[src/rtl/sat_pkg.sv]
// sat_pkg: shared encodings for clause evaluation.
//   pol_t   - slot polarity (00 absent, 01 negative, 10 positive, 11 reserved/absent)
//   val_t   - variable value (00 free, 01 false, 10 true, 11 conflict)
//   truth_t - per-literal truth code produced by lit_eval
//   state_t - clause_cell scan FSM state
package sat_pkg;
    typedef enum logic [1:0] {
        POL_ABSENT = 2'b00,
        POL_NEG    = 2'b01,
        POL_POS    = 2'b10,
        POL_RSVD   = 2'b11
    } pol_t;
    typedef enum logic [1:0] {
        VAL_FREE  = 2'b00,
        VAL_FALSE = 2'b01,
        VAL_TRUE  = 2'b10,
        VAL_CONF  = 2'b11
    } val_t;
    typedef enum logic [2:0] {
        LT_ABSENT = 3'd0,
        LT_FALSE  = 3'd1,
        LT_TRUE   = 3'd2,
        LT_FREE   = 3'd3,
        LT_CONF   = 3'd4
    } truth_t;
    typedef enum logic [1:0] {
        IDLE = 2'd0,
        SCAN = 2'd1,
        DONE = 2'd2
    } state_t;
endpackage

[src/rtl/lit_eval.sv]
// lit_eval: combinational truth of one literal slot.
//   pol   - slot polarity (pol_t encoding)
//   val   - variable value (val_t encoding)
//   truth - LT_ABSENT / LT_FALSE / LT_TRUE / LT_FREE / LT_CONF
module lit_eval
    import sat_pkg::*;
(
    input  logic [1:0] pol,
    input  logic [1:0] val,
    output truth_t     truth
);
    logic present;
    assign present = (pol == POL_POS) || (pol == POL_NEG);
    // A bound literal is true exactly when the value agrees with the polarity.
    always_comb begin
        truth = !present         ? LT_ABSENT :
                val == VAL_FREE  ? LT_FREE   :
                val == VAL_CONF  ? LT_CONF   :
                ((val == VAL_TRUE) == (pol == POL_POS)) ? LT_TRUE : LT_FALSE;
    end
endmodule

[src/rtl/clause_cell.sv]
// clause_cell: stores one clause's literal slots and evaluates it serially.
//   clk, rst (async, active-low)   - clock and reset
//   clear_i                        - sync clear of slots, results and FSM
//   wr_i, wr_idx_i, wr_pol_i       - slot polarity write (IDLE only)
//   var_value_i                    - per-slot variable values, snapshotted on eval
//   eval_i                         - evaluation request (ignored while busy)
//   busy_o, done_o                 - SCAN/DONE indication, one-cycle result strobe
//   clausesat_o, unit_o, conflict_o, imp_value_o, unit_idx_o, freelitcnt_o - results
module clause_cell
    import sat_pkg::*;
#(
    parameter int NUM_LITS = 4,
    parameter int IDX_W    = $clog2(NUM_LITS),
    parameter int CNT_W    = $clog2(NUM_LITS + 1)
) (
    input  logic                  clk,
    input  logic                  rst,
    input  logic                  clear_i,
    input  logic                  wr_i,
    input  logic [IDX_W-1:0]      wr_idx_i,
    input  logic [1:0]            wr_pol_i,
    input  logic [2*NUM_LITS-1:0] var_value_i,
    input  logic                  eval_i,
    output logic                  busy_o,
    output logic                  done_o,
    output logic                  clausesat_o,
    output logic                  unit_o,
    output logic                  conflict_o,
    output logic                  imp_value_o,
    output logic [IDX_W-1:0]      unit_idx_o,
    output logic [CNT_W-1:0]      freelitcnt_o
);
    logic [1:0]            pol_q [NUM_LITS];
    logic [2*NUM_LITS-1:0] snap_q;
    state_t                state;
    logic [IDX_W-1:0]      idx;
    logic                  fin;
    logic                  sat_a, conf_a, pres_a, upol_a;
    logic [CNT_W-1:0]      free_a;
    logic [IDX_W-1:0]      uidx_a;
    logic                  unit_n, conf_n, last;
    truth_t                t;

    lit_eval u_lit (
        .pol   (pol_q[idx]),
        .val   (snap_q[{idx, 1'b0} +: 2]),
        .truth (t)
    );

    assign last   = idx == IDX_W'(NUM_LITS - 1);
    assign unit_n = !sat_a && free_a == CNT_W'(1) && !conf_a;
    assign conf_n = !sat_a && (conf_a || (free_a == '0 && pres_a));
    assign busy_o = state != IDLE;
    assign done_o = state == DONE;

    // SCAN folds one slot per cycle into the accumulators; the extra
    // cycle flagged by fin turns the completed accumulators into results.
    always_ff @(posedge clk or negedge rst) begin
        if (!rst) begin
            pol_q        <= '{default: 2'b00};
            snap_q       <= '0;
            state        <= IDLE;
            idx          <= '0;
            fin          <= 1'b0;
            {sat_a, conf_a, pres_a, upol_a, free_a, uidx_a} <= '0;
            {clausesat_o, unit_o, conflict_o, imp_value_o, unit_idx_o, freelitcnt_o} <= '0;
        end else if (clear_i) begin
            pol_q        <= '{default: 2'b00};
            state        <= IDLE;
            idx          <= '0;
            fin          <= 1'b0;
            {sat_a, conf_a, pres_a, upol_a, free_a, uidx_a} <= '0;
            {clausesat_o, unit_o, conflict_o, imp_value_o, unit_idx_o, freelitcnt_o} <= '0;
        end else begin
            case (state)
                IDLE: begin
                    if (wr_i) pol_q[wr_idx_i] <= wr_pol_i;
                    if (eval_i) begin
                        state  <= SCAN;
                        snap_q <= var_value_i;
                        idx    <= '0;
                        fin    <= 1'b0;
                        {sat_a, conf_a, pres_a, upol_a, free_a, uidx_a} <= '0;
                    end
                end
                SCAN: begin
                    if (fin) begin
                        state        <= DONE;
                        fin          <= 1'b0;
                        clausesat_o  <= sat_a;
                        freelitcnt_o <= free_a;
                        unit_o       <= unit_n;
                        conflict_o   <= conf_n;
                        unit_idx_o   <= unit_n ? uidx_a : '0;
                        imp_value_o  <= unit_n && upol_a;
                    end else begin
                        sat_a  <= sat_a || t == LT_TRUE;
                        conf_a <= conf_a || t == LT_CONF;
                        pres_a <= pres_a || t != LT_ABSENT;
                        free_a <= free_a + CNT_W'(t == LT_FREE);
                        if (t == LT_FREE) begin
                            uidx_a <= idx;
                            upol_a <= pol_q[idx] == POL_POS;
                        end
                        idx <= last ? '0 : idx + 1'b1;
                        fin <= last;
                    end
                end
                DONE:    state <= IDLE;
                default: state <= IDLE;
            endcase
        end
    end
endmodule

[config.mk]
export PLATFORM = sky130hd
export DESIGN_NAME = clause_cell
export DESIGN_NICKNAME = d
export VERILOG_FILES = /design/src/rtl/sat_pkg.sv /design/src/rtl/lit_eval.sv /design/src/rtl/clause_cell.sv
export SDC_FILE = /design/constraint.sdc
export NUM_CORES = 1
export LEC_CHECK = 0
export ABC_AREA = 1
export CORE_ASPECT_RATIO = 1.75
export CORE_MARGIN = 1
export CORE_UTILIZATION = 50
export DETAILED_ROUTE_END_ITERATION = 8
export GPL_TIMING_DRIVEN = 0
export PLACE_DENSITY = 0.82
export SYNTH_ARGS = -nofsm -noshare
export SYNTH_HDL_FRONTEND = slang
export SYNTH_HIERARCHICAL = 1
export SYNTH_SLANG_ARGS = --single-unit
[constraint.sdc]
create_clock -name clk -period 3.38 [get_ports clk]
set_clock_uncertainty 0.05 [all_clocks]
set_input_delay 0.338 -clock clk [delete_from_list [all_inputs] [get_ports clk]]
set_output_delay 0.338 -clock clk [all_outputs]
set_load 0.05 [all_outputs]
==> flow_summary.yaml, run 1 <==
clock_tree:
  cts_buffer_depth: 2
  post_cts_resized: 0
  cts_sinks: 39
  cts-root-buf: "clkbuf_8"
  cts_buffers: 5
  cts.reportedPaths.clkPinSlew_ns: 0.07
  cts_max_level: 2
  post-cts-setup-buffers: 0
  cts_hold_buf: 0
  cts_tree: "done"
  clk_latency_ns: 0.30
global_route:
  grt_usage_pct: 21.3
  grt_overflow_total: 0
  grt_max_degree: 40
  antenna_found_initial: 0
  grt_pass1_wl_um: 6850
  grt_pass1_vias: 1588
sta:
  layout_setup_ws_ns: 0.787
  max_freq_ghz: 0.386
  setup_viol: 0
  timing.hold.ws_ns: 0.0932
  setup_tns_ns: 0
  finalCriticalPeriod_ns: 2.59
  drv_slew: 0
  final-hold-violation-count: 0
  rsz0062_at_grt: "no"
  worst_pin_slew_ns: 0.848
  relSlewSlack_pct: 43.5
  final.period_utilization_pct: 76.7
die:
  die_h_um: 86.9
  die_area_um2: 4390
  io_pins: 28
  die_w_um: 50.5
  start_util_pct: 52.7
  rows: 30
  coreArea_um2: 3900
drt:
  drtPass1Iterations: 4
  drc_errors: 0
  wl_per_cell_um: 12.1
  ant_nets: 0
  vias: 1694
  drt-initial-drc-count: 58
  viasPerCell: 5.10
  routed_wirelength_um: 4020
synthesis:
  syn_nets: 271
  yosysWarnings: 6
  synthesis.area_um2: 2060
  synth.distinct_cells: 30
  syn_inst: 250
  yosysSeqAreaShare_pct: 47.4
  avgSynthCellArea_um2: 8.23
  synth_seq_cells: 39
finish:
  areaGrowthSynthToFinish_pct: 20.2
  layout_commonest_cell: "nand2_1"
  drive_gt1_share_pct: 14.4
  n_antenna_cell: 0
  fin_area_um2: 2470
  nNetsFinal: 304
  layout_common_cells: "nand2_1, dfrtp_1, inv_1, nand3_1, clkdlybuf4s50_1"
critical_path:
  path_class: "flip-flop to flip-flop"
  path_buf_inv: 3
  crit_path_max_incr_delay_ns: 0.41
  cp_slowest_cell: "dfrtp_1"
  critPathLaunchType: "flip-flop"
  worstReg2RegEnd: "free_a[2]"
  reg2reg_depth: 14
  reg2reg_slack_ns: 0.79
  cp.arrival_ns: 2.73
  cp.required_ns: 3.52
  cp-end-kind: "flip-flop"
  r2r_start: "idx[0]"
  crit_top_cell: "ha_1"
  cp_max_fo: 10
  crit_chain: "buf_4 > nand2_1 > nand3_1 > and2_1 > ha_1 > nor2_1 > inv_1 > nand3_1 > inv_1 > ha_1 > ha_1 > or2_2 > nand4_1 > o21ai_2"
  critical_path.top_delay_family: "simple AND/OR/NAND/NOR gates"
run:
  cap_viol_max_count: 0
placed_design:
  gp_congestion: 0.840
  io_buffer_count: 26
  dp_hpwl_um: 2960
  place_ws_ns: 0.857
  dpl_cell_area_um2: 2370
power_and_ir_drop:
  power.leakage_nw: 1.23
  power_w: 0.00103
  irDropWorstVdd_mv: 0.364
  power.density_nw_per_um2: 417
status:
  status: "completed"
min_path:
  hp-class: "input port to asynchronous set/reset pin"
[worst max path at each step]
stage,cells past startpoint,startpoint,slack (ns),end
6_report,14,idx[0],0.79,free_a[2]
5_1_grt,14,idx[0],0.65,free_a[2]
4_1_cts,14,idx[0],0.79,free_a[2]
3_5_place_dp,14,idx[0],0.86,free_a[2]
3_3_place_gp,14,idx[0],0.90,free_a[2]
2_1_floorplan,14,idx[0],1.06,free_a[2]
[cell families after synthesis]
| group | after synthesis | synth area share [%] |
|---|---|---|
| flip-flops | 39 | 47.4 |
| adder cells (fa/ha/maj) | 4 | 2.43 |
| AND/OR/NAND/NOR | 129 | 30.5 |
| buffers and inverters | 41 | 8.75 |
| AO/OA/AOI/OAI | 37 | 10.9 |
[metrics by stage]
step | std cells | util (%)
2_1_floorplan | 250 | -
3_3_place_gp | 324 | 60.9
3_5_place_dp | 324 | 60.8
4_1_cts | 332 | 63.4
5_1_grt | 332 | 63.4
6_report | 332 | 63.4
[routing by layer]
metal | share of wire [%] | GRT usage [%] | vias up
met2 | 56 | 38.7 | 36
met4 | 2.7 | 10.9 | 0
li1 | - | - | 868
met5 | 0 | 0 | -
met3 | 3.6 | 4.71 | 10
met1 | 38 | 22.3 | 780
[report_power, final]
part | internal [W] | switching, W | total (W)
clock network | 0.000186 | 0.000158 | 0.000344
registers | 0.000493 | 0.0000183 | 0.000512
logic | 0.0000668 | 0.000109 | 0.000176
[layout make-up]
cell class	instances	area, µm²
inverters	36	140
fillers	350	1430
well taps	48	60.1
plain buffers	5	40.0
repair buffers	26	255
multi-input cells	170	902
clock buffers	8	100
flip-flops and latches	39	976
[synthesized netlist by cell type (all sizes together)]
| master | instances | share of area (%) |
|---|---|---|
| a21oi | 3 | 1.3 |
| and2 | 1 | 0.30 |
| buf | 5 | 1.9 |
| dfrtp | 39 | 47 |
| ha | 4 | 2.4 |
| inv | 36 | 6.8 |
| nand2 | 72 | 15 |
| nand3 | 28 | 7.9 |
| nand4 | 4 | 1.2 |
| nor2 | 21 | 5.0 |
| nor3 | 2 | 0.49 |
| o21ai | 30 | 8.0 |
| o21bai | 1 | 0.36 |
| o22ai | 2 | 0.61 |
| o31ai | 1 | 0.61 |
| or2 | 1 | 0.30 |
[flip-flops by register name, summed over array words and instances (netlist names), 2 cells and up]
signal and cells:
free_a 3, freelitcnt_o 3, idx 2, pol_q 8, snap_q 8, state 2
uidx_a 2, unit_idx_o 2
No activity file was read; power rests on OpenSTA's default activity.
==> inputs of run 2 (changes only) <==
- clock period: 3.38 -> 2.7 ns (I/O delays scaled with it)
==> flow_summary.yaml, run 2 (synthesis results as in run 1) <==
global_route:
  grt_pass1_vias: 1588
  met1_usage_pct: 22.3
  grt_usage_pct: 21.3
  grt.busiest_layer: "met2"
  grtUsageMet2_pct: 38.7
  gr-usage-met3_pct: 4.71
  grt_max_degree: 40
  grt_pass1_wl_um: 6850
  grt_overflow_total: 0
  antenna_found_initial: 0
critical_path:
  worstReg2RegEnd: "free_a[2]"
  crit_top_cell: "ha_1"
  cp.required_ns: 2.84
  cp-end-kind: "flip-flop"
  cp_max_fo: 10
  crit_chain: "buf_6 > nand2_1 > nand3_1 > and2_1 > ha_1 > nor2_1 > inv_1 > nand3_2 > inv_1 > ha_1 > ha_1 > or2_2 > nand4_1 > o21ai_2"
  cp.arrival_ns: 2.70
  r2r_start: "idx[0]"
  cp_slowest_cell: "dfrtp_1"
  crit_path_max_incr_delay_ns: 0.43
  critPathLaunchType: "flip-flop"
  critical_path.top_delay_family: "simple AND/OR/NAND/NOR gates"
  reg2reg_depth: 14
  path_class: "flip-flop to flip-flop"
  path_buf_inv: 3
  reg2reg_slack_ns: 0.14
drt:
  viasPerCell: 5.10
  drtPass1Iterations: 4
  ant_nets: 0
  routed_wirelength_um: 4070
  wl_per_cell_um: 12.3
  vias: 1693
  drt-initial-drc-count: 43
  drc_errors: 0
clock_tree:
  cts_buffers: 5
  cts_max_level: 2
  clk_latency_ns: 0.30
  cts-root-buf: "clkbuf_8"
  cts_buffer_depth: 2
  cts_sinks: 39
  cts.reportedPaths.clkPinSlew_ns: 0.07
  cts_tree: "done"
  cts_hold_buf: 0
  post_cts_resized: 0
  post-cts-setup-buffers: 0
die:
  die_area_um2: 4390
  coreArea_um2: 3900
  rows: 30
  die_w_um: 50.5
  start_util_pct: 52.7
  die_h_um: 86.9
  io_pins: 28
sta:
  setup_tns_ns: 0
  final-hold-violation-count: 0
  relSlewSlack_pct: 41.9
  max_freq_ghz: 0.391
  final.period_utilization_pct: 94.8
  rsz0062_at_grt: "no"
  worst_pin_slew_ns: 0.871
  drv_slew: 0
  setup_viol: 0
  finalCriticalPeriod_ns: 2.56
placed_design:
  io_buffer_count: 26
  dpl_cell_area_um2: 2370
  dp_hpwl_um: 2960
  gp_congestion: 0.840
finish:
  reg_top3: "pol_q x8, snap_q x8"
  layout_commonest_cell: "nand2_1"
  n_antenna_cell: 0
  nNetsFinal: 304
  fin_area_um2: 2480
  areaGrowthSynthToFinish_pct: 20.6
  drive_gt1_share_pct: 15.1
  layout_common_cells: "nand2_1, dfrtp_1, inv_1, clkdlybuf4s50_1, nand3_1"
power_and_ir_drop:
  irDropWorstVdd_mv: 0.455
  power.density_nw_per_um2: 522
  power.leakage_nw: 1.23
run:
  cap_viol_max_count: 0
min_path:
  hp-class: "input port to asynchronous set/reset pin"
status:
  status: "completed"
-- run 2: changes by cell type in the layout (fill, tap and decap cells not counted) --
cell,change
buf_4,-1
buf_6,+1
inv_1,-1
inv_2,+1
nand3_1,-1
nand3_2,+1
-- run 2: layer usage --
layer | vias up | wire (µm)
met5 | - | 0
met4 | 0 | 96
met3 | 8 | 112
met2 | 30 | 2240
met1 | 787 | 1620
li1 | 868 | -
-- run 2: through the flow --
stage	util, %	hold WS (ns)	setup WS [ns]	std cells	total power, W
after CTS	63.4	0.0583	0.113	332	0.00131
after global placement	60.9	0.403	0.219	324	0.000865
after global routing	63.6	0.104	0.0247	332	0.00137
after detailed placement	60.8	0.380	0.177	324	0.000872
after floorplan	-	-0.0756	0.382	250	0.000798
final	63.6	0.0398	0.140	332	0.00129
-- run 2: power by group --
group	switching, W	internal [W]	total [W]
Sequential	0.0000234	0.000618	0.000641
Combinational	0.000139	0.0000849	0.000223
Clock	0.000197	0.000233	0.000430
-- run 2: cell type report --
class	count	area, µm²
fill	346	1420
sequential	39	976
multi-input combinational	170	907
timing repair buffer	26	255
inverter	36	140
clock buffer	8	100
tap	48	60.1
buffer	5	43.8
-- run 2: how the worst max path moves through the flow --
stage / to / cells after the start / from
6_report: free_a[2] / 14 / idx[0]
3_3_place_gp: free_a[2] / 14 / idx[0]
4_1_cts: free_a[2] / 14 / idx[0]
3_5_place_dp: free_a[2] / 14 / idx[0]
5_1_grt: free_a[2] / 14 / idx[0]
2_1_floorplan: free_a[2] / 14 / idx[0]
==> inputs of run 3 (changes only) <==
- MAX_ROUTING_LAYER: not set -> met4
==> flow_summary.yaml, run 3 (synthesis results as in run 1) <==
placed_design:
  dp_hpwl_um: 2960
  gp_congestion: 0.853
  io_buffer_count: 26
finish:
  final_util_pct: 63.6
  multi_input_comb_area_um2: 907
  register_area_um2: 976
  fill_cells: 346
  drive_gt1_share_pct: 15.1
  reg_top3: "pol_q x8, snap_q x8"
  layout_common_cells: "nand2_1, dfrtp_1, inv_1, clkdlybuf4s50_1, nand3_1"
  nNetsFinal: 304
  n_antenna_cell: 0
  areaGrowthSynthToFinish_pct: 20.6
  layout_commonest_cell: "nand2_1"
power_and_ir_drop:
  irDropWorstVdd_mv: 0.455
  p_int_w: 0.000935
  power.leakage_nw: 1.23
  p_switching_w: 0.000358
  switching_share_pct: 27.7
  power.density_nw_per_um2: 521
  p_seq_share_pct: 49.6
  clockPowerShare_pct: 33.2
  power_frac_comb_pct: 17.2
critical_path:
  crit_chain: "buf_6 > nand2_1 > nand3_1 > and2_1 > ha_1 > nor2_1 > inv_1 > nand3_2 > inv_1 > ha_1 > ha_1 > or2_2 > nand4_1 > o21ai_2"
  path_buf_inv: 3
  crit_top_cell: "ha_1"
  cp-end-kind: "flip-flop"
  worstSetupStartpoint: "idx[0]"
  path_class: "flip-flop to flip-flop"
  critPathLaunchType: "flip-flop"
  critical_path.top_delay_family: "simple AND/OR/NAND/NOR gates"
  cp.arrival_ns: 2.70
  cp_max_fo: 10
  r2r_start: "idx[0]"
  cp_slowest_cell: "dfrtp_1"
  cp.required_ns: 2.84
  crit_path_max_incr_delay_ns: 0.43
clock_tree:
  cts-root-buf: "clkbuf_8"
  cts_buffers: 5
  cts_tree: "done"
  cts_hold_buf: 0
  cts_sinks: 39
  post_cts_resized: 0
  clk_latency_ns: 0.30
  post-cts-setup-buffers: 0
  cts_max_level: 2
  cts_buffer_depth: 2
  cts.reportedPaths.clkPinSlew_ns: 0.07
sta:
  setup_tns_ns: 0
  setup_viol: 0
  worst_pin_slew_ns: 0.851
  final.period_utilization_pct: 94.9
  finalCriticalPeriod_ns: 2.56
  rsz0062_at_grt: "no"
  drv_slew: 0
  final-hold-violation-count: 0
  max_freq_ghz: 0.390
  relSlewSlack_pct: 43.3
die:
  start_util_pct: 52.7
  io_pins: 28
  coreArea_um2: 3900
  die_h_um: 86.9
  die_w_um: 50.5
  rows: 30
  die_area_um2: 4390
run:
  cap_viol_max_count: 0
drt:
  viasPerCell: 5.10
  ant_nets: 0
  routed_wirelength_um: 4040
  wl_per_cell_um: 12.2
  vias: 1694
  drt-initial-drc-count: 47
  drtPass1Iterations: 4
  drc_errors: 0
global_route:
  grtUsageMet2_pct: 38.9
  grt_usage_pct: 21.9
  antenna_found_initial: 0
  grt_max_degree: 40
  grt_overflow_total: 0
  grt_pass1_vias: 1588
  grt.busiest_layer: "met2"
  grt_pass1_wl_um: 6850
  gr-usage-met3_pct: 4.71
  met1_usage_pct: 22.0
min_path:
  hp-class: "input port to asynchronous set/reset pin"
status:
  status: "completed"
-- run 3: path summary, 6_finish.rpt --
| path | endpoint | slack [ns] | depth (start not counted) |
|---|---|---|---|
| min reg2reg | freelitcnt_o[0] | 0.42 | 2 |
| min | snap_q[4] | 0.03 | 1 |
| min in group clk | freelitcnt_o[2] | 0.24 | 4 |
| max | free_a[2] | 0.14 | 14 |
| max in group asynchronous | freelitcnt_o[0] | 2.04 | 1 |
| max reg2reg | free_a[2] | 0.14 | 14 |
-- run 3: final cells by class --
type	count	area share, %
well taps	48	2.42
flip-flops and latches	39	39.3
multi-input cells	170	36.5
inverters	36	5.65
plain buffers	5	1.76
clock buffers	8	4.03
repair buffers	26	10.3
-- run 3: layer usage --
metal / share of wire [%] / routed length, µm / vias up
met5: 0 / 0 / -
met4: 2.4 / 96 / 0
met3: 3.3 / 135 / 8
met2: 56 / 2260 / 33
met1: 38 / 1540 / 785
li1: - / - / 868
-- run 3: stage by stage --
stage	total power (W)	setup slack, ns	area [µm²]	cells	hold WS [ns]
3_5_place_dp	0.000872	0.177	2370	324	0.380
2_1_floorplan	0.000798	0.382	2060	250	-0.0756
5_1_grt	0.00137	0.0247	2480	332	0.106
3_3_place_gp	0.000865	0.219	2380	324	0.403
6_report	0.00129	0.139	2480	332	0.0307
4_1_cts	0.00131	0.113	2470	332	0.0583
-- run 3: power by group through the flow --
stage	logic, W	clock network, W	registers, W
6_report	0.000223	0.000430	0.000641
5_1_grt	0.000253	0.000468	0.000645
4_1_cts	0.000222	0.000445	0.000640
3_5_place_dp	0.000221	0	0.000651
3_3_place_gp	0.000215	0	0.000650
2_1_floorplan	0.000153	0	0.000646
